--- config.mk ---
export PLATFORM = sky130hd
export DESIGN_NAME = id_ex_stage_register_flat
export DESIGN_NICKNAME = d
export VERILOG_FILES = /design/src/rtl/id_ex_stage_register_if.sv /design/src/rtl/id_ex_stage_register.sv /design/src/flat_wrapper.sv
export SDC_FILE = /design/constraint.sdc
export NUM_CORES = 1
export LEC_CHECK = 0
export CAP_MARGIN = 20
export CORE_AREA = 4 4 141 143
export CTS_CLUSTER_SIZE = 40
export DETAILED_ROUTE_END_ITERATION = 10
export DIE_AREA = 0 0 145 147
export GPL_ROUTABILITY_DRIVEN = 1
export HOLD_SLACK_MARGIN = 0.08
export PLACE_DENSITY = 0.78
export RECOVER_POWER = 25
export SYNTH_ARGS = -nofsm -noshare
export SYNTH_HDL_FRONTEND = slang
export SYNTH_SLANG_ARGS = --single-unit
--- constraint.sdc ---
create_clock -name clk -period 3.1 [get_ports clk]
set_clock_uncertainty 0.2 [all_clocks]
set_input_delay 0.62 -clock clk [delete_from_list [all_inputs] [get_ports clk]]
set_output_delay 0.62 -clock clk [all_outputs]
set_load 0.01 [all_outputs]
--- src/rtl/id_ex_stage_register_if.sv ---
// ID/EX boundary bundle: decoder-side control word and operands in, EX-side registered copies,
// hazard stall and bubble counter out. The master drives ID, the slave is the stage register.
interface id_ex_stage_register_if #(
  parameter int XLEN  = 32,
  parameter int CNT_W = 16
);
  logic            stall_in;
  logic            flush_in;
  logic            ID_valid;
  logic            ID_load_Instr;
  logic            ID_RF_enable;
  logic            RAM_Enable;
  logic            RAM_RW;
  logic            RAM_SE;
  logic [1:0]      RAM_Size;
  logic            jump_instr;
  logic            JAL_Instr;
  logic            JALR_Instr;
  logic            AUIPC_Instr;
  logic [3:0]      ID_ALU_op;
  logic [2:0]      ID_shift_imm;
  logic [9:0]      Comb_OpFunct;
  logic [XLEN-1:0] ID_pc;
  logic [XLEN-1:0] ID_rs1_data;
  logic [XLEN-1:0] ID_rs2_data;
  logic [XLEN-1:0] ID_imm;
  logic [4:0]      ID_rs1;
  logic [4:0]      ID_rs2;
  logic [4:0]      ID_rd;
  logic            ID_use_rs1;
  logic            ID_use_rs2;

  logic            EX_valid;
  logic            EX_load_Instr;
  logic            EX_RF_enable;
  logic            EX_RAM_Enable;
  logic            EX_RAM_RW;
  logic            EX_RAM_SE;
  logic [1:0]      EX_RAM_Size;
  logic            EX_jump_instr;
  logic            EX_JAL_Instr;
  logic            EX_JALR_Instr;
  logic            EX_AUIPC_Instr;
  logic [3:0]      EX_ALU_op;
  logic [2:0]      EX_shift_imm;
  logic [9:0]      EX_Comb_OpFunct;
  logic [XLEN-1:0] EX_pc;
  logic [XLEN-1:0] EX_rs1_data;
  logic [XLEN-1:0] EX_rs2_data;
  logic [XLEN-1:0] EX_imm;
  logic [4:0]      EX_rs1;
  logic [4:0]      EX_rs2;
  logic [4:0]      EX_rd;
  logic            EX_use_rs1;
  logic            EX_use_rs2;
  logic            hazard_stall;
  logic [CNT_W-1:0] bubble_count;

  modport master (
    output stall_in, flush_in, ID_valid, ID_load_Instr, ID_RF_enable, RAM_Enable, RAM_RW,
           RAM_SE, RAM_Size, jump_instr, JAL_Instr, JALR_Instr, AUIPC_Instr, ID_ALU_op,
           ID_shift_imm, Comb_OpFunct, ID_pc, ID_rs1_data, ID_rs2_data, ID_imm, ID_rs1,
           ID_rs2, ID_rd, ID_use_rs1, ID_use_rs2,
    input  EX_valid, EX_load_Instr, EX_RF_enable, EX_RAM_Enable, EX_RAM_RW, EX_RAM_SE,
           EX_RAM_Size, EX_jump_instr, EX_JAL_Instr, EX_JALR_Instr, EX_AUIPC_Instr, EX_ALU_op,
           EX_shift_imm, EX_Comb_OpFunct, EX_pc, EX_rs1_data, EX_rs2_data, EX_imm, EX_rs1,
           EX_rs2, EX_rd, EX_use_rs1, EX_use_rs2, hazard_stall, bubble_count
  );

  modport slave (
    input  stall_in, flush_in, ID_valid, ID_load_Instr, ID_RF_enable, RAM_Enable, RAM_RW,
           RAM_SE, RAM_Size, jump_instr, JAL_Instr, JALR_Instr, AUIPC_Instr, ID_ALU_op,
           ID_shift_imm, Comb_OpFunct, ID_pc, ID_rs1_data, ID_rs2_data, ID_imm, ID_rs1,
           ID_rs2, ID_rd, ID_use_rs1, ID_use_rs2,
    output EX_valid, EX_load_Instr, EX_RF_enable, EX_RAM_Enable, EX_RAM_RW, EX_RAM_SE,
           EX_RAM_Size, EX_jump_instr, EX_JAL_Instr, EX_JALR_Instr, EX_AUIPC_Instr, EX_ALU_op,
           EX_shift_imm, EX_Comb_OpFunct, EX_pc, EX_rs1_data, EX_rs2_data, EX_imm, EX_rs1,
           EX_rs2, EX_rd, EX_use_rs1, EX_use_rs2, hazard_stall, bubble_count
  );
endinterface

--- src/rtl/id_ex_stage_register.sv ---
// ID/EX pipeline register with load-use hazard detection, bubble insertion on hazard or flush,
// and a saturating counter of inserted bubbles.
module id_ex_stage_register #(
  parameter int XLEN  = 32,
  parameter int CNT_W = 16
) (
  input logic                   clk,
  input logic                   rst_n,
  id_ex_stage_register_if.slave bus
);
  // Control flags/fields (28) + four XLEN words + three register indices (15) + two use flags.
  localparam int WORD_W = 45 + 4 * XLEN;

  logic [WORD_W-1:0] id_word;
  logic [WORD_W-1:0] ex_word_reg;
  logic              ex_valid_reg;
  logic [CNT_W-1:0]  bubble_count_reg;
  logic              load_use;
  logic              src_match;

  assign id_word = {bus.ID_load_Instr, bus.ID_RF_enable, bus.RAM_Enable, bus.RAM_RW, bus.RAM_SE,
                    bus.RAM_Size, bus.jump_instr, bus.JAL_Instr, bus.JALR_Instr, bus.AUIPC_Instr,
                    bus.ID_ALU_op, bus.ID_shift_imm, bus.Comb_OpFunct, bus.ID_pc,
                    bus.ID_rs1_data, bus.ID_rs2_data, bus.ID_imm, bus.ID_rs1, bus.ID_rs2,
                    bus.ID_rd, bus.ID_use_rs1, bus.ID_use_rs2};

  assign {bus.EX_load_Instr, bus.EX_RF_enable, bus.EX_RAM_Enable, bus.EX_RAM_RW, bus.EX_RAM_SE,
          bus.EX_RAM_Size, bus.EX_jump_instr, bus.EX_JAL_Instr, bus.EX_JALR_Instr,
          bus.EX_AUIPC_Instr, bus.EX_ALU_op, bus.EX_shift_imm, bus.EX_Comb_OpFunct, bus.EX_pc,
          bus.EX_rs1_data, bus.EX_rs2_data, bus.EX_imm, bus.EX_rs1, bus.EX_rs2, bus.EX_rd,
          bus.EX_use_rs1, bus.EX_use_rs2} = ex_word_reg;

  assign bus.EX_valid     = ex_valid_reg;
  assign bus.bubble_count = bubble_count_reg;

  // Only EX state and ID indices feed the hazard: no ID data reaches EX combinationally.
  assign src_match = (bus.ID_use_rs1 && (bus.ID_rs1 == bus.EX_rd)) ||
                     (bus.ID_use_rs2 && (bus.ID_rs2 == bus.EX_rd));
  assign load_use  = ex_valid_reg && bus.EX_load_Instr && (bus.EX_rd != 5'd0) &&
                     src_match && bus.ID_valid;
  assign bus.hazard_stall = load_use && !bus.flush_in;

  always_ff @(posedge clk or negedge rst_n) begin
    if (!rst_n) begin
      ex_word_reg      <= '0;
      ex_valid_reg     <= 1'b0;
      bubble_count_reg <= '0;
    end else if (bus.flush_in || (!bus.stall_in && load_use)) begin
      ex_word_reg  <= '0;
      ex_valid_reg <= 1'b0;
      if (bubble_count_reg != {CNT_W{1'b1}})
        bubble_count_reg <= bubble_count_reg + CNT_W'(1);
    end else if (!bus.stall_in) begin
      ex_word_reg  <= id_word;
      ex_valid_reg <= bus.ID_valid;
    end
  end
endmodule

--- src/flat_wrapper.sv ---
// flat-port wrapper written by rule: the top's interface ports become plain ports
module id_ex_stage_register_flat 
#(
  parameter int XLEN  = 32,
  parameter int CNT_W = 16
)
  (clk, rst_n, bus_stall_in, bus_flush_in, bus_ID_valid, bus_ID_load_Instr, bus_ID_RF_enable, bus_RAM_Enable, bus_RAM_RW, bus_RAM_SE, bus_RAM_Size, bus_jump_instr, bus_JAL_Instr, bus_JALR_Instr, bus_AUIPC_Instr, bus_ID_ALU_op, bus_ID_shift_imm, bus_Comb_OpFunct, bus_ID_pc, bus_ID_rs1_data, bus_ID_rs2_data, bus_ID_imm, bus_ID_rs1, bus_ID_rs2, bus_ID_rd, bus_ID_use_rs1, bus_ID_use_rs2, bus_EX_valid, bus_EX_load_Instr, bus_EX_RF_enable, bus_EX_RAM_Enable, bus_EX_RAM_RW, bus_EX_RAM_SE, bus_EX_RAM_Size, bus_EX_jump_instr, bus_EX_JAL_Instr, bus_EX_JALR_Instr, bus_EX_AUIPC_Instr, bus_EX_ALU_op, bus_EX_shift_imm, bus_EX_Comb_OpFunct, bus_EX_pc, bus_EX_rs1_data, bus_EX_rs2_data, bus_EX_imm, bus_EX_rs1, bus_EX_rs2, bus_EX_rd, bus_EX_use_rs1, bus_EX_use_rs2, bus_hazard_stall, bus_bubble_count);
  id_ex_stage_register_if #(.XLEN(XLEN), .CNT_W(CNT_W)) bus_i ();
  input logic clk;
  input logic rst_n;
  input wire logic [$bits(bus_i.stall_in)-1:0] bus_stall_in;
  input wire logic [$bits(bus_i.flush_in)-1:0] bus_flush_in;
  input wire logic [$bits(bus_i.ID_valid)-1:0] bus_ID_valid;
  input wire logic [$bits(bus_i.ID_load_Instr)-1:0] bus_ID_load_Instr;
  input wire logic [$bits(bus_i.ID_RF_enable)-1:0] bus_ID_RF_enable;
  input wire logic [$bits(bus_i.RAM_Enable)-1:0] bus_RAM_Enable;
  input wire logic [$bits(bus_i.RAM_RW)-1:0] bus_RAM_RW;
  input wire logic [$bits(bus_i.RAM_SE)-1:0] bus_RAM_SE;
  input wire logic [$bits(bus_i.RAM_Size)-1:0] bus_RAM_Size;
  input wire logic [$bits(bus_i.jump_instr)-1:0] bus_jump_instr;
  input wire logic [$bits(bus_i.JAL_Instr)-1:0] bus_JAL_Instr;
  input wire logic [$bits(bus_i.JALR_Instr)-1:0] bus_JALR_Instr;
  input wire logic [$bits(bus_i.AUIPC_Instr)-1:0] bus_AUIPC_Instr;
  input wire logic [$bits(bus_i.ID_ALU_op)-1:0] bus_ID_ALU_op;
  input wire logic [$bits(bus_i.ID_shift_imm)-1:0] bus_ID_shift_imm;
  input wire logic [$bits(bus_i.Comb_OpFunct)-1:0] bus_Comb_OpFunct;
  input wire logic [$bits(bus_i.ID_pc)-1:0] bus_ID_pc;
  input wire logic [$bits(bus_i.ID_rs1_data)-1:0] bus_ID_rs1_data;
  input wire logic [$bits(bus_i.ID_rs2_data)-1:0] bus_ID_rs2_data;
  input wire logic [$bits(bus_i.ID_imm)-1:0] bus_ID_imm;
  input wire logic [$bits(bus_i.ID_rs1)-1:0] bus_ID_rs1;
  input wire logic [$bits(bus_i.ID_rs2)-1:0] bus_ID_rs2;
  input wire logic [$bits(bus_i.ID_rd)-1:0] bus_ID_rd;
  input wire logic [$bits(bus_i.ID_use_rs1)-1:0] bus_ID_use_rs1;
  input wire logic [$bits(bus_i.ID_use_rs2)-1:0] bus_ID_use_rs2;
  output wire logic [$bits(bus_i.EX_valid)-1:0] bus_EX_valid;
  output wire logic [$bits(bus_i.EX_load_Instr)-1:0] bus_EX_load_Instr;
  output wire logic [$bits(bus_i.EX_RF_enable)-1:0] bus_EX_RF_enable;
  output wire logic [$bits(bus_i.EX_RAM_Enable)-1:0] bus_EX_RAM_Enable;
  output wire logic [$bits(bus_i.EX_RAM_RW)-1:0] bus_EX_RAM_RW;
  output wire logic [$bits(bus_i.EX_RAM_SE)-1:0] bus_EX_RAM_SE;
  output wire logic [$bits(bus_i.EX_RAM_Size)-1:0] bus_EX_RAM_Size;
  output wire logic [$bits(bus_i.EX_jump_instr)-1:0] bus_EX_jump_instr;
  output wire logic [$bits(bus_i.EX_JAL_Instr)-1:0] bus_EX_JAL_Instr;
  output wire logic [$bits(bus_i.EX_JALR_Instr)-1:0] bus_EX_JALR_Instr;
  output wire logic [$bits(bus_i.EX_AUIPC_Instr)-1:0] bus_EX_AUIPC_Instr;
  output wire logic [$bits(bus_i.EX_ALU_op)-1:0] bus_EX_ALU_op;
  output wire logic [$bits(bus_i.EX_shift_imm)-1:0] bus_EX_shift_imm;
  output wire logic [$bits(bus_i.EX_Comb_OpFunct)-1:0] bus_EX_Comb_OpFunct;
  output wire logic [$bits(bus_i.EX_pc)-1:0] bus_EX_pc;
  output wire logic [$bits(bus_i.EX_rs1_data)-1:0] bus_EX_rs1_data;
  output wire logic [$bits(bus_i.EX_rs2_data)-1:0] bus_EX_rs2_data;
  output wire logic [$bits(bus_i.EX_imm)-1:0] bus_EX_imm;
  output wire logic [$bits(bus_i.EX_rs1)-1:0] bus_EX_rs1;
  output wire logic [$bits(bus_i.EX_rs2)-1:0] bus_EX_rs2;
  output wire logic [$bits(bus_i.EX_rd)-1:0] bus_EX_rd;
  output wire logic [$bits(bus_i.EX_use_rs1)-1:0] bus_EX_use_rs1;
  output wire logic [$bits(bus_i.EX_use_rs2)-1:0] bus_EX_use_rs2;
  output wire logic [$bits(bus_i.hazard_stall)-1:0] bus_hazard_stall;
  output wire logic [$bits(bus_i.bubble_count)-1:0] bus_bubble_count;
  assign bus_i.stall_in = bus_stall_in;
  assign bus_i.flush_in = bus_flush_in;
  assign bus_i.ID_valid = bus_ID_valid;
  assign bus_i.ID_load_Instr = bus_ID_load_Instr;
  assign bus_i.ID_RF_enable = bus_ID_RF_enable;
  assign bus_i.RAM_Enable = bus_RAM_Enable;
  assign bus_i.RAM_RW = bus_RAM_RW;
  assign bus_i.RAM_SE = bus_RAM_SE;
  assign bus_i.RAM_Size = bus_RAM_Size;
  assign bus_i.jump_instr = bus_jump_instr;
  assign bus_i.JAL_Instr = bus_JAL_Instr;
  assign bus_i.JALR_Instr = bus_JALR_Instr;
  assign bus_i.AUIPC_Instr = bus_AUIPC_Instr;
  assign bus_i.ID_ALU_op = bus_ID_ALU_op;
  assign bus_i.ID_shift_imm = bus_ID_shift_imm;
  assign bus_i.Comb_OpFunct = bus_Comb_OpFunct;
  assign bus_i.ID_pc = bus_ID_pc;
  assign bus_i.ID_rs1_data = bus_ID_rs1_data;
  assign bus_i.ID_rs2_data = bus_ID_rs2_data;
  assign bus_i.ID_imm = bus_ID_imm;
  assign bus_i.ID_rs1 = bus_ID_rs1;
  assign bus_i.ID_rs2 = bus_ID_rs2;
  assign bus_i.ID_rd = bus_ID_rd;
  assign bus_i.ID_use_rs1 = bus_ID_use_rs1;
  assign bus_i.ID_use_rs2 = bus_ID_use_rs2;
  assign bus_EX_valid = bus_i.EX_valid;
  assign bus_EX_load_Instr = bus_i.EX_load_Instr;
  assign bus_EX_RF_enable = bus_i.EX_RF_enable;
  assign bus_EX_RAM_Enable = bus_i.EX_RAM_Enable;
  assign bus_EX_RAM_RW = bus_i.EX_RAM_RW;
  assign bus_EX_RAM_SE = bus_i.EX_RAM_SE;
  assign bus_EX_RAM_Size = bus_i.EX_RAM_Size;
  assign bus_EX_jump_instr = bus_i.EX_jump_instr;
  assign bus_EX_JAL_Instr = bus_i.EX_JAL_Instr;
  assign bus_EX_JALR_Instr = bus_i.EX_JALR_Instr;
  assign bus_EX_AUIPC_Instr = bus_i.EX_AUIPC_Instr;
  assign bus_EX_ALU_op = bus_i.EX_ALU_op;
  assign bus_EX_shift_imm = bus_i.EX_shift_imm;
  assign bus_EX_Comb_OpFunct = bus_i.EX_Comb_OpFunct;
  assign bus_EX_pc = bus_i.EX_pc;
  assign bus_EX_rs1_data = bus_i.EX_rs1_data;
  assign bus_EX_rs2_data = bus_i.EX_rs2_data;
  assign bus_EX_imm = bus_i.EX_imm;
  assign bus_EX_rs1 = bus_i.EX_rs1;
  assign bus_EX_rs2 = bus_i.EX_rs2;
  assign bus_EX_rd = bus_i.EX_rd;
  assign bus_EX_use_rs1 = bus_i.EX_use_rs1;
  assign bus_EX_use_rs2 = bus_i.EX_use_rs2;
  assign bus_hazard_stall = bus_i.hazard_stall;
  assign bus_bubble_count = bus_i.bubble_count;
  id_ex_stage_register #(.XLEN(XLEN), .CNT_W(CNT_W)) u_core (.clk(clk), .rst_n(rst_n), .bus(bus_i));
endmodule
# Yosys cells after proc, flatten, opt, wreduce, memory -nomap -nowiden
# Cells that the tools add are included.
# W data, S select, Z words.
[word_totals]
regBits = 190
latchBits = 0
ramBits = 0
rom_bits = 0
inputBits = 178
output_inout_bits = 191
word_cells = 26
memories = 0
[classes]
addsub = 1
n_mul = 0
n_div = 0
order_cmp = 0
eq_ne = 4
shifts = 0
n_mux = 4
bitwise = 0
n_reduce_logical = 14
[op_table]
columns = ["operator", "n"]
rows = [
  ["$mux W173", 2],
  ["$add A16 B1 Y16 const B", 1],
  ["$ne A16 B16 Y1 const B", 1],
  ["$eq A5 B5 Y1", 2],
  ["$logic_and A1 B1 Y1", 8],
  ["$reduce_bool A5 Y1", 1],
  ["$logic_not A1 Y1", 2],
  ["$logic_or A1 B1 Y1", 2],
  ["$mux W1", 2],
  ["$ne A2 B1 Y1 const B", 1],
  ["$reduce_and A2 Y1", 1],
]

# Depth between registers and ports, before layout
# Gate-level depths: netlist of run 1.
[logic_depth]
word_depth = 8
ltp_mapped = 7
depth_no_buf = 6

# Worst setup path after synthesis of run 1
# OpenSTA, ideal clock, no wires.
[synth_path]
kind = "input to register"
startpoint = "input bus_ID_rs2[0]"
endpoint = "register u_core.bubble_count_reg[8], in the netlist u_core.bus.bubble_count[8]"
setup_ns = 0.125
arrival_time_ns = 1.887
required_time_ns = 2.775
setup_slack_ns = 0.888
cell_stages = 6
path_buffers = 0
path_cell_list = "xnor2_1 nand4_1 o22ai_2 a31oi_4 nor4_1 mux2_2"
[synth_via]
elab_chain_cells = 8
[synth_rtl]
columns = ["item", "line", "rtl"]
rows = [
  ["start, declared", "flat_wrapper.sv:32", "input wire logic [$bits(bus_i.ID_rs2)-1:0] bus_ID_rs2;"],
  ["$eq A5 B5 Y1", "id_ex_stage_register.sv:38", "(bus.ID_use_rs2 && (bus.ID_rs2 == bus.EX_rd));"],
  ["$logic_and A1 B1 Y1", "id_ex_stage_register.sv:38", ""],
  ["$logic_or A1 B1 Y1", "id_ex_stage_register.sv:37", "assign src_match = (bus.ID_use_rs1 && (bus.ID_rs1 == bus.EX_rd)) ||"],
  ["$logic_and A1 B1 Y1", "id_ex_stage_register.sv:39", "assign load_use = ex_valid_reg && bus.EX_load_Instr && (bus.EX_rd != 5'd0) &&"],
  ["$logic_and A1 B1 Y1", "id_ex_stage_register.sv:40", "src_match && bus.ID_valid;"],
  ["$logic_and A1 B1 Y1", "id_ex_stage_register.sv:48", "end else if (bus.flush_in || (!bus.stall_in && load_use)) begin"],
  ["$logic_or A1 B1 Y1", "id_ex_stage_register.sv:48", ""],
  ["$reduce_and A2 Y1 (no source line)", "--", ""],
  ["end signal, assigned", "id_ex_stage_register.sv:52", "bubble_count_reg <= bubble_count_reg + CNT_W'(1);"],
  ["end, declared", "id_ex_stage_register.sv:17", "logic [CNT_W-1:0] bubble_count_reg;"],
]
# Every way passes these cells.
# A chain may end at the register's enable or synchronous reset.

# Final worst setup path of run 1
[layout_path]
startpoint = "input bus_ID_rs2[1]"
endpoint = "output bus_hazard_stall"
[layout_via]
elab_chain_cells = 6
[layout_rtl]
columns = ["item", "line", "rtl"]
rows = [
  ["$eq A5 B5 Y1", "id_ex_stage_register.sv:38", ""],
  ["$logic_and A1 B1 Y1", "id_ex_stage_register.sv:38", ""],
  ["$logic_or A1 B1 Y1", "id_ex_stage_register.sv:37", ""],
  ["$logic_and A1 B1 Y1", "id_ex_stage_register.sv:39", ""],
  ["$logic_and A1 B1 Y1", "id_ex_stage_register.sv:40", ""],
  ["$logic_and A1 B1 Y1", "id_ex_stage_register.sv:41", "assign bus.hazard_stall = load_use && !bus.flush_in;"],
  ["end, declared", "flat_wrapper.sv:59", "output wire logic [$bits(bus_i.hazard_stall)-1:0] bus_hazard_stall;"],
]
# Every way passes these cells.

==> summary.txt, run 1 <==
Yosys
  • Mapped Nets: 665
  • Syn Area/Cell: 14.5 sq um
  • Cells after Synth: 486
  • Synth top area cells: dfrtp_1, a22o_1, xor2_1
  • Synth async-reset ratio: 100%
  • Number of synthesized flops with an enable pin: 0
  • Synth top area share: 67.6%
  • Largest area contributor in the netlist: dfrtp_1
  • Top_reg_cell synth: dfrtp_1
  • Most common cell in the netlist: dfrtp_1
  • Cell area after synthesis: 0.00703 sq mm
  • Distinct cell type count after synthesis: 29
  • Commonest cells post-synth: dfrtp_1, a22o_1, buf_2, clkbuf_1, nand2_1
  • #FFs+latches synth: 190
  • Seq/Total Area, Yosys: 67.6%
  • Ys Warns: 0

Clock network
  • TritonCTS clock tree: built
  • Deepest clock path buffer count: 2
  • Worst-path clk slew: 0.07 ns
  • Cts bufs inserted: 17
  • Worst-Skew Late Latency: 0.42 ns
  • Sink Count: 190
  • Htree depth: 4
  • Root buf cell: clkbuf_16

Place
  • I/O Buffers: 368
  • RD Place Congestion: 0.819
  • Post-place setup slack: -0.176 ns
  • Hpwl dp: 16700 um

Pwr
  • VDD IR max: 0.000327 V
  • P per Cell Area: 512 mW/mm^2
  • P_leak: 5.14 nW

Timing
  • Final count of hold timing violations: 0
  • Tightest Pin Transition: 1.29 ns
  • Fmax: 339 MHz
  • Setup TNS: 0 ns
  • Slew Viols, Final: 0
  • Final Worst Setup Slack: 0.154 ns
  • Tmin final: 2.95 ns
  • RSZ-0062 raised after global routing: false
  • Period utilisation layout: 95.0%
  • Slew headroom: 14.3%
  • Final Setup Violations: 0

Critical path
  • Beginning of the worst register-to-register path: u_core.ex_word_reg[4]
  • Crit Path Category: in2out
  • WP data arrival: 2.13 ns
  • Critical path depth: 7
  • Crit path launch type: input pin
  • Crit. End Element: primary output
  • Buf/Inv on CP: 2
  • Crit path max-delay family: buffers and inverters
  • Worst path required time: 2.28 ns
  • Worst setup path startpoint: bus_ID_rs2[1]
  • CP max stage cell: clkdlybuf4s50_1
  • Maximum fanout along the worst path: 2
  • R2R cell count: 8
  • Max stage delay on crit path: 0.53 ns
  • Cells along the critical path: clkdlybuf4s50_1 -> xnor2_2 -> nand4_1 -> o22ai_2 -> nand2_1 -> nor2_1 -> clkdlybuf4s15_1
  • Worst reg-to-reg setup slack: 0.67 ns

Global routing
  • First-pass GRT wire length: 35500 um
  • Largest net degree at the start of global routing: 90
  • Vias in the first global route: 6095
  • Initial antenna violation count: 0
  • GR Overflow Total: 0
  • All-Layer GR Usage: 21.1%

Run status
  • Status: finished, final reports clean

Detailed routing
  • Via density per instance: 5.15
  • Routed WL: 22700 um
  • Post-route DRC: 0
  • Vias: 5688
  • Avg WL per Cell: 20.5 um
  • Post-route ant nets: 0
  • First DRT Iteration DRCs: 226
  • Pre-antenna DRT Iters: 4

Die
  • Core box area: 0.0186 sq mm
  • Die Y: 147 um
  • Die width: 145 um
  • Die area: 0.0213 sq mm
  • Initial Utilization: 37.9%
  • Row Count: 50
  • # IOs: 369

Finish
  • # nets final: 1036
  • Ant diodes: 0
  • Max reg flops: 173
  • Fraction of layout instances using a drive strength above 1: 7.82%
  • FF+latch area: 0.00475 sq mm
  • Multi-input logic area: 0.00212 sq mm
  • Area growth, synth to finish: 66.5%
  • Filler cells: 1410

Min path
  • Hold Path Depth: 1
  • HP Start: u_core.ex_word_reg[110]
  • Hold Path Class: reg2reg

Flow run
  • Max-cap violation count: 0
cells in the final DEF (no fill, tap or decap), drive strengths merged:
cell / n
buf: 20
mux2: 5
clkdlybuf4s15: 1
nor3: 10
nand2b: 1
dfrtp: 190
nor3b: 1
nand2: 12
ha: 1
nand4: 3
a211oi: 1
xnor2: 10
xor2: 11
nand3: 7
dlygate4sd3: 1
inv: 6
clkinvlp: 3
a31oi: 1
clkbuf: 21
clkinv: 7
clkdlybuf4s50: 366
a21oi: 2
nor4: 2
a22o: 173
nor4b: 2
or3: 2
o31ai: 1
o21ai: 1
o22ai: 1
nor2: 8
logic make-up after synthesis:
kind of cell / synth area share, %
and+or+nand+nor: 3.65
adders and majority gates: 0.178
buffers and inverters: 2.63
DFF: 67.6
AOI/OAI and AO/OA: 22.5
xor gates and xnor gates: 2.62
muxes: 0.801
path summary, 6_finish.rpt:
path	to
max in group asynchronous	u_core.ex_word_reg[49]
max reg2reg	u_core.bus.bubble_count[1]
min	u_core.ex_word_reg[110]
max	bus_hazard_stall
min reg2reg	u_core.ex_word_reg[110]
min in group asynchronous	u_core.ex_word_reg[122]
metal layers:
layer / wire length, um / vias up / GRT usage, %
li1: - / 2582 / -
met1: 9080 / 2818 / 24.9
met2: 11400 / 254 / 36.1
met3: 1670 / 34 / 7.80
met4: 576 / 0 / 6.51
met5: 0 / - / 0
metrics by stage:
stage	area, sq um	utilization, %	total power, mW	hold slack (ns)	instances
6_report	11700	63.0	6.00	0.303	1104
2_1_floorplan	7030	-	3.19	0.124	486
3_5_place_dp	11200	60.1	3.98	0.290	1071
4_1_cts	11700	63.2	6.08	0.307	1104
3_3_place_gp	11200	60.1	3.96	0.283	1071
5_1_grt	11700	63.0	6.26	0.312	1104
power by group:
part	internal (mW)	switching, mW
clock network	1.06	1.02
logic	0.673	0.445
registers	2.66	0.146
total	4.39	1.61
timing repair:
item	in CTS	in global routing
gates resized for setup	2	1
pin swaps	0	0
setup endpoints to repair	1	1
buffers inserted	0	0
endpoints found under the hold margin	46	0
hold buffers	1	0
area by class of cell:
cell class                      instances  share of cell area, %
Clock buffer                           18                   3.66
Inverter                                2                 0.0641
Sequential cell                       190                   40.6
Tap cell                              234                   2.50
Clock inverter                         14                   1.11
Timing Repair Buffer                  391                   34.0
Multi-Input combinational cell        255                   18.1
worst register-to-register path: cells and delay by family (launching register included):
family	cells	cell delay (ns)
mux	1	0.34
xor+xnor	1	0.20
flops	1	0.50
compound gates	2	0.35
simple gates	2	0.35
buf+inv	2	0.39
No activity file was read; power rests on OpenSTA's default activity.
==> run 2: changes to the inputs <==
--- a/config.mk
+++ b/config.mk
@@ -12,6 +12,7 @@
 export DIE_AREA = 0 0 145 147
 export GPL_ROUTABILITY_DRIVEN = 1
 export HOLD_SLACK_MARGIN = 0.08
+export MAX_ROUTING_LAYER = met4
 export PLACE_DENSITY = 0.78
 export RECOVER_POWER = 25
 export SYNTH_ARGS = -nofsm -noshare
==> run 2 against run 1 <==
  * Worst setup slack lost 0.0048 ns
  * Flip-flop and latch count is the same
  * Power is essentially flat
  * Critical path depth is the same
  * Clock power is essentially flat
==> summary.txt, run 2 (synthesis results as in run 1) <==
Clock network
  • Worst-Skew Late Latency: 0.42 ns (about the same)
  • Root buf cell: clkbuf_16 (unchanged)
  • TritonCTS clock tree: built (unchanged)
  • Worst-path clk slew: 0.07 ns (about the same)
  • Sink Count: 190 (unchanged)
  • Post-CTS setup buffer count: 0 (unchanged)
  • Htree depth: 4 (unchanged)
  • Cts bufs inserted: 17 (unchanged)
  • Deepest clock path buffer count: 2 (unchanged)

Detailed routing
  • Vias: 5683 (was 5688)
  • Avg WL per Cell: 20.5 um (about the same)
  • Via density per instance: 5.15 (about the same)
  • Pre-antenna DRT Iters: 5 (was 4)
  • First DRT Iteration DRCs: 221 (was 226)
  • Routed WL: 22700 um (about the same)
  • Post-route DRC: 0 (unchanged)
  • Post-route ant nets: 0 (unchanged)

Finish
  • Area growth, synth to finish: 66.5% (unchanged)
  • # nets final: 1036 (unchanged)
  • Ant diodes: 0 (unchanged)
  • Filler cells: 1410 (unchanged)
  • Most frequent cells in the layout: clkdlybuf4s50_1, dfrtp_1, a22o_1 (unchanged)
  • Multi-input logic area: 0.00212 sq mm (unchanged)
  • Final non-filler cell total: 1104 (unchanged)
  • Commonest non-fill, non-tap cell in the layout: clkdlybuf4s50_1 (unchanged)
  • Fraction of layout instances using a drive strength above 1: 7.82% (unchanged)
  • Max reg flops: 173 (unchanged)
  • FF+latch area: 0.00475 sq mm (unchanged)

Die
  • Die Y: 147 um (unchanged)
  • Initial Utilization: 37.9% (unchanged)
  • Row Count: 50 (unchanged)
  • Die width: 145 um (unchanged)
  • # IOs: 369 (unchanged)
  • Die area: 0.0213 sq mm (unchanged)
  • Core box area: 0.0186 sq mm (unchanged)

Critical path
  • Worst reg-to-reg setup slack: 0.68 ns (was 0.67 ns)
  • Cells along the critical path: clkdlybuf4s50_1 -> xnor2_2 -> nand4_1 -> o22ai_2 -> nand2_1 -> nor2_1 -> clkdlybuf4s15_1 (unchanged)
  • Crit Path Category: in2out (unchanged)
  • R2R cell count: 8 (unchanged)
  • Buf/Inv on CP: 2 (unchanged)
  • Maximum fanout along the worst path: 2 (unchanged)
  • Max stage delay on crit path: 0.53 ns (about the same)
  • WP data arrival: 2.13 ns (about the same)
  • CP max stage cell: clkdlybuf4s50_1 (unchanged)
  • Critical path depth: 7 (unchanged)
  • Worst path required time: 2.28 ns (about the same)
  • Crit path max-delay family: buffers and inverters (unchanged)
  • Crit path launch type: input pin (unchanged)
  • Crit. End Element: primary output (unchanged)

Place
  • Hpwl dp: 16700 um (unchanged)
  • I/O Buffers: 368 (unchanged)
  • Post-place setup slack: -0.176 ns (unchanged)
  • Placed Instances: 1071 (unchanged)
  • RD Place Congestion: 0.832 (was 0.819)

Timing
  • Final count of hold timing violations: 0 (unchanged)
  • Period utilisation layout: 95.2% (was 95.0%)
  • Final Setup Violations: 0 (unchanged)
  • Slew Viols, Final: 0 (unchanged)
  • Fmax: 339 MHz (about the same)
  • RSZ-0062 raised after global routing: false (unchanged)
  • Final Worst Setup Slack: 0.149 ns (was 0.154 ns)
  • Slew headroom: 14.3% (about the same)
  • Hold_ws: 0.303 ns (about the same)
  • Tmin final: 2.95 ns (about the same)
  • Tightest Pin Transition: 1.29 ns (about the same)

Global routing
  • GR Overflow Total: 0 (unchanged)
  • First-pass GRT wire length: 35300 um (was 35500 um)
  • All-Layer GR Usage: 21.7% (was 21.1%)
  • Vias in the first global route: 6107 (was 6095)
  • Initial antenna violation count: 0 (unchanged)
  • Largest net degree at the start of global routing: 90 (unchanged)

Min path
  • Hold Path Class: reg2reg (unchanged)
  • Hold Path Depth: 1 (unchanged)

Flow run
  • Max-cap violation count: 0 (unchanged)

Pwr
  • VDD IR max: 0.000329 V (was 0.000327 V)
  • P per Cell Area: 512 mW/mm^2 (about the same)
  • P_leak: 5.14 nW (unchanged)

Run status
  • Status: finished, final reports clean (unchanged)
==> run 2: cell counts in the layout (fill, tap and decap cells not counted) <==
No cell type changed its count.
==> run 2: worst paths after layout <==
| path | from | end |
|---|---|---|
| worst max-delay path | bus_ID_rs2[1] | bus_hazard_stall |
| worst min-delay path | u_core.ex_word_reg[153] | u_core.ex_word_reg[153] |
| worst max register to register | u_core.ex_word_reg[4] | u_core.bus.bubble_count[1] |
| worst min register to register | u_core.ex_word_reg[153] | u_core.ex_word_reg[153] |
| max in group asynchronous | rst_n | u_core.ex_word_reg[49] |
| min in group asynchronous | rst_n | u_core.ex_word_reg[122] |
==> run 2: routing by layer <==
layer	GRT usage [%]	vias to the layer above	wire length, um
met5	-	-	0
met2	35.9	250	11300
met1	25.4	2817	9240
met4	6.94	0	586
met3	6.66	35	1550
li1	-	2581	-
==> run 2: layout make-up <==
cell class / instances / area share [%]
flip-flops and latches: 190 / 40.6
repair buffers: 391 / 34.0
clock inverters: 14 / 1.11
inverters: 2 / 0.0641
clock buffers: 18 / 3.66
multi-input cells: 255 / 18.1
well taps: 234 / 2.50
==> run 2: worst register-to-register path, stage by stage (launching register included) <==
cell	delay, ns
dfrtp_1	0.50
xnor2_1	0.20
nand4_1	0.16
o22ai_2	0.20
buf_4	0.18
a31oi_4	0.14
buf_4	0.21
nor2_1	0.18
mux2_1	0.34
==> run 2: where the power goes <==
part           switching [mW]  internal [mW]
Clock                    1.02           1.06
Sequential              0.146           2.66
Combinational           0.444          0.673
Total                    1.61           4.39
==> run 2: what timing repair did <==
item	CTS	global route
endpoints found under the hold margin	46	0
cloned	0	0
resized for setup	2	1
setup endpoints to repair	1	1
hold buffers	1	0
==> run 2: through the flow <==
stage               utilization (%)  total power [mW]  instance area [sq um]  TNS, ns
floorplan                         -              3.19                   7030        0
global placement               60.1              3.96                  11200   -0.182
detailed placement             60.1              3.98                  11200   -0.176
CTS                            63.2              6.08                  11700        0
global route                   63.0              6.25                  11700        0
finish                         63.0              6.00                  11700        0
==> edit 1 (config.mk and constraints of run 1) <==
`CNT_W` is set to 16 in 3 places; all go to 32.
--- a/src/rtl/id_ex_stage_register_if.sv
+++ b/src/rtl/id_ex_stage_register_if.sv
@@ -4,3 +4,3 @@
   parameter int XLEN  = 32,
-  parameter int CNT_W = 16
+  parameter int CNT_W = 32
 );
--- a/src/rtl/id_ex_stage_register.sv
+++ b/src/rtl/id_ex_stage_register.sv
@@ -4,3 +4,3 @@
   parameter int XLEN  = 32,
-  parameter int CNT_W = 16
+  parameter int CNT_W = 32
 ) (
--- a/src/flat_wrapper.sv
+++ b/src/flat_wrapper.sv
@@ -4,3 +4,3 @@
   parameter int XLEN  = 32,
-  parameter int CNT_W = 16
+  parameter int CNT_W = 32
 )
Ports: changed (resized bus_bubble_count); port bits go from 369 to 385. The function was not compared with the original's and may differ.
==> edit 1 against run 1 <==
- routed wire length grew 13%
- design area grew 9.6%
- sequential share of layout area fell by 0.42 points
- sequential cell count is 16 higher
- hold slack got worse by 2.1 ps
- worst setup slack got worse by 84 ps
- synthesized area increased by 11%
- power is 17% higher
==> edit 1: results <==
set metrics [dict create \
    run_status "finished clean" \
    period_needed_ps 3030 \
    antenna-diode-count 1 \
    timing.critical_path.arrival_ps 2210 \
    routed_via_density 5.34 \
    crit_fanout 2 \
    ir_worst_vdd_v 0.000415 \
    min_from "u_core.bus.bubble_count[14]$_DFFE_PN0P_" \
    seqAreaFraction_pct 40.2 \
    numSequentialCells 206 \
    average_instance_area_after_synthesis_um2 14.0 \
    first_global_vias 6650 \
    post_cts_resize_count 3 \
    finalCoreUtilization_pct 69.1 \
    dpl.hpwl_um 18400 \
    drt-pass1-iter-count 4 \
    mappedNetlistNets 737 \
    r2r-end "u_core.bus.bubble_count[27]$_DFFE_PN0P_" \
    final_net_count 1132 \
    final.clkbuf_count 29 \
    buffers 412 \
    worst-slew-pin-transition_ps 1160 \
    grt_antenna_before_repair 1 \
    sequentialPowerShare_pct 42.8 \
    cts_buffers 22 \
    post-cts-setup-buffer-count 3 \
    worst_setup_slack_for_register_to_register_paths_ps 570 \
    worst_skew_pair.late_latency_ps 490 \
    route.antenna.remaining_nets 0 \
    cp-startpoint "bus_ID_rs2[3]" \
    grt_pass1_wl_um 39900 \
    multiInputGateArea_um2 2400 \
    cts_buffer_depth 3 \
    grt_start_max_net_pins 109 \
    stdcell_count 1204 \
    number_of_distinct_standard_cells_referenced_by_the_synthesized_netlist 31 \
    final_layout_size_suffix_gt1_share_pct 7.33 \
    wl_um 25600 \
    htree_levels 1 \
    clock_cell_area_share_pct 6.29 \
    nNonClkInverters 7 \
    worst_setup_slack_post_dpl_ps -294 \
    synthesis.area_um2 7790 \
    synth_top_cells_by_count "dfrtp_1, a22o_1, xor2_1, clkbuf_1, buf_4" \
    multi_input_comb_cells 304 \
    timing.hold.ws_ps 301 \
    portBuffers 384 \
    timing.critical_path.slowest_stage_cell "clkdlybuf4s50_1" \
    area_share_nonclk_buffers_pct 32.3 \
    worst_case_hold_path_end_point "u_core.bus.bubble_count[14]$_DFFE_PN0P_" \
    p_leak_nw 5.76 \
    switching_share_pct 24.0 \
    gpl.final_weighted_congestion 0.801 \
    placed_area_um2 12000 \
    nFillCells 1328 \
    critical_path.reg2reg.startpoint "u_core.ex_word_reg[2]$_DFFE_PN0P_" \
    groute.usage.overall_pct 23.3 \
    drtIter0Drc 328 \
    power_report.internal_total_mw 5.34 \
    seq_area_frac_synth_pct 66.2 \
]
==> edit 1: changes by cell type in the layout (fill, tap and decap cells not counted), sizes merged, moves of 3 or more <==
cell           before  now
nor4                2    9
nand3               7   15
clkinvlp            3    0
clkdlybuf4s50     366  382
clkbuf             21   34
xor2               11   24
nor3               10   15
dfrtp             190  206
bufinv              0    4
nand4               3   10
nor2                8   11
xnor2              10   17
mux2                5    1
buf                20   23
==> edit 1: cell families after synthesis <==
kind of cell	count (synthesis)	synth area share (%)
AND/OR/NAND/NOR	82	5.61
flip-flops	206	66.2
AO/OA/AOI/OAI	179	20.0
adder cells (fa/ha/maj)	1	0.161
XOR/XNOR	41	4.61
buffers and inverters	48	3.26
multiplexers	1	0.145
==> edit 1: per-layer routing <==
metal	wire, um	up-vias	GRT usage (%)
met5	0	-	0
met4	658	0	6.27
met3	2160	47	7.93
met2	13000	299	40.0
met1	9780	3179	28.4
li1	-	2907	-
==> edit 2 (flow settings as in run 1) <==
Without the edit above. Reset style: synchronous (`rst_n`), changed in one clocked block.
--- a/src/rtl/id_ex_stage_register.sv
+++ b/src/rtl/id_ex_stage_register.sv
@@ -42,3 +42,3 @@
 
-  always_ff @(posedge clk or negedge rst_n) begin
+  always_ff @(posedge clk) begin
     if (!rst_n) begin
Function: differs if rst_n is asserted again (counterexample within 4 cycles, from zero or initial values and one cycle with rst_n low); with rst_n held inactive, the same outputs for 4 cycles.
==> edit 2 against run 1 <==
- synthesized cell count increased by 40%
- hold slack got worse by 15 ps
- sequential power decreased by 8.6%
- sequential cell count unchanged
- routed wire length decreased by 0.35%
- critical path depth decreased by 1
- design area decreased by 0.52%
- power decreased by 7.2%
- highest routed layer unchanged
- synthesized area increased by 1.3%
- worst setup slack improved by 22 ps
==> edit 2: results <==
set metrics [dict create \
    first_global_vias 6300 \
    synth_top_cells_by_area "dfxtp_1, mux2i_1, nor2_1" \
    dpl.hpwl_um 17000 \
    grt_pass1_wl_um 35500 \
    number_of_distinct_standard_cells_referenced_by_the_synthesized_netlist 31 \
    synth_async_sr_flop_share_pct 0 \
    timing.hold.ws_ps 287 \
    syn_to_final_growth_pct 63.5 \
    r2r-end "u_core.ex_word_reg[137]$_SDFFE_PP0N_" \
    routed_via_density 4.72 \
    average_instance_area_after_synthesis_um2 10.5 \
    groute.usage.overall_pct 20.9 \
    mappedNetlistNets 858 \
    crit_type "in -> out" \
    run_status "finished clean" \
    cp-startpoint "bus_ID_rs1[3]" \
    portBuffers 368 \
    root_buffer "clkbuf_16" \
    crit_end "bus_hazard_stall" \
    gpl.final_weighted_congestion 0.800 \
    critical_path.reg2reg.startpoint "u_core.ex_word_reg[4]$_SDFFE_PP0N_" \
    grt_start_max_net_pins 106 \
    min_from "u_core.ex_word_reg[103]$_SDFFE_PP0N_" \
    timing.critical_path.arrival_ps 2100 \
    worst_case_hold_path_end_point "u_core.ex_word_reg[103]$_SDFFE_PP0N_" \
    post_synth_edffs 0 \
    route.vias.total 6080 \
    switching_share_pct 24.2 \
    placed_cell_count 1255 \
    nFillCells 1585 \
    ir_worst_vdd_v 0.000358 \
    final_layout_size_suffix_gt1_share_pct 5.22 \
    relSlewSlack_pct 42.7 \
    cts_buffers 17 \
    drt-wirelength-per-cell_um 17.5 \
    placed_area_um2 11000 \
    drt-pass1-iter-count 4 \
    synth_top_cells_by_count "dfxtp_1, nor2_1, mux2i_1, clkbuf_1, buf_6" \
    grt_antenna_before_repair 1 \
    hold_class "reg -> reg" \
    worst_skew_pair.late_latency_ps 430 \
    clock_pin_slew_of_the_registers_on_the_worst_case_setup_and_hold_paths_ps 70 \
    largest_register_ff_count 173 \
    drtIter0Drc 268 \
    seq_area_frac_synth_pct 53.4 \
    yosysWarningCount 0 \
    p_leak_nw 5.01 \
    final_net_count 1219 \
    timing.reg2reg.worst_path_depth 7 \
    hold_crit_depth 2 \
]
edit 2: cell families after synthesis:
kind of cell    Yosys count  share of synthesized area [%]
compound gates           33                           2.97
xor+xnor                 10                           1.23
fa+ha+maj                 1                          0.176
buf+inv                  46                           4.39
flops                   190                           53.4
mux                     176                           24.7
simple gates            223                           13.1
edit 2: worst max-delay path: stages:
cell             delay [ps]
clkdlybuf4s50_1         500
xnor2_1                 120
nand4_1                 180
o22ai_2                 200
nor3b_1                 190
dlygate4sd2_1           300
edit 2: cell type report:
type	instances	share of cell area, %
Tap cell	234	2.51
Multi-Input combinational cell	443	25.9
Antenna cell	1	0.0215
Inverter	2	0.0644
Clock buffer	19	3.80
Sequential cell	190	32.6
Clock inverter	13	1.45
Timing Repair Buffer	386	33.6
edit 2: routing by layer:
layer  global-route usage, %  wire [um]  vias to the layer above  share of wire [%]
met5                       0          0                        -                  0
met1                    22.6       8820                     2768                 39
met4                    7.79        488                        0                2.2
met2                    35.8      11000                      252                 49
met3                    9.69       2300                       31                 10
li1                        -          -                     3029                  -
edit 2: repair_timing:
| action | in CTS | in global routing |
|---|---|---|
| setup endpoints to repair | 1 | 0 |
| resized for setup | 2 | 0 |
| setup buffers | 0 | 0 |
edit 2: power groups by stage:
stage | Combinational [mW] | Clock (mW) | Sequential, mW
final | 0.737 | 2.27 | 2.56
after global placement | 0.748 | 0 | 2.61
after detailed placement | 0.754 | 0 | 2.62
after CTS | 0.759 | 2.33 | 2.56
after global routing | 0.791 | 2.43 | 2.57
after floorplan | 0.279 | 0 | 2.65
edit 2: per-stage QoR:
step	setup WS, ps	power (mW)	utilization [%]
global placement	-163	3.36	59.4
global route	82.9	5.79	62.7
CTS	151	5.65	62.7
floorplan	889	2.93	-
finish	176	5.57	62.7
detailed placement	-163	3.37	59.4
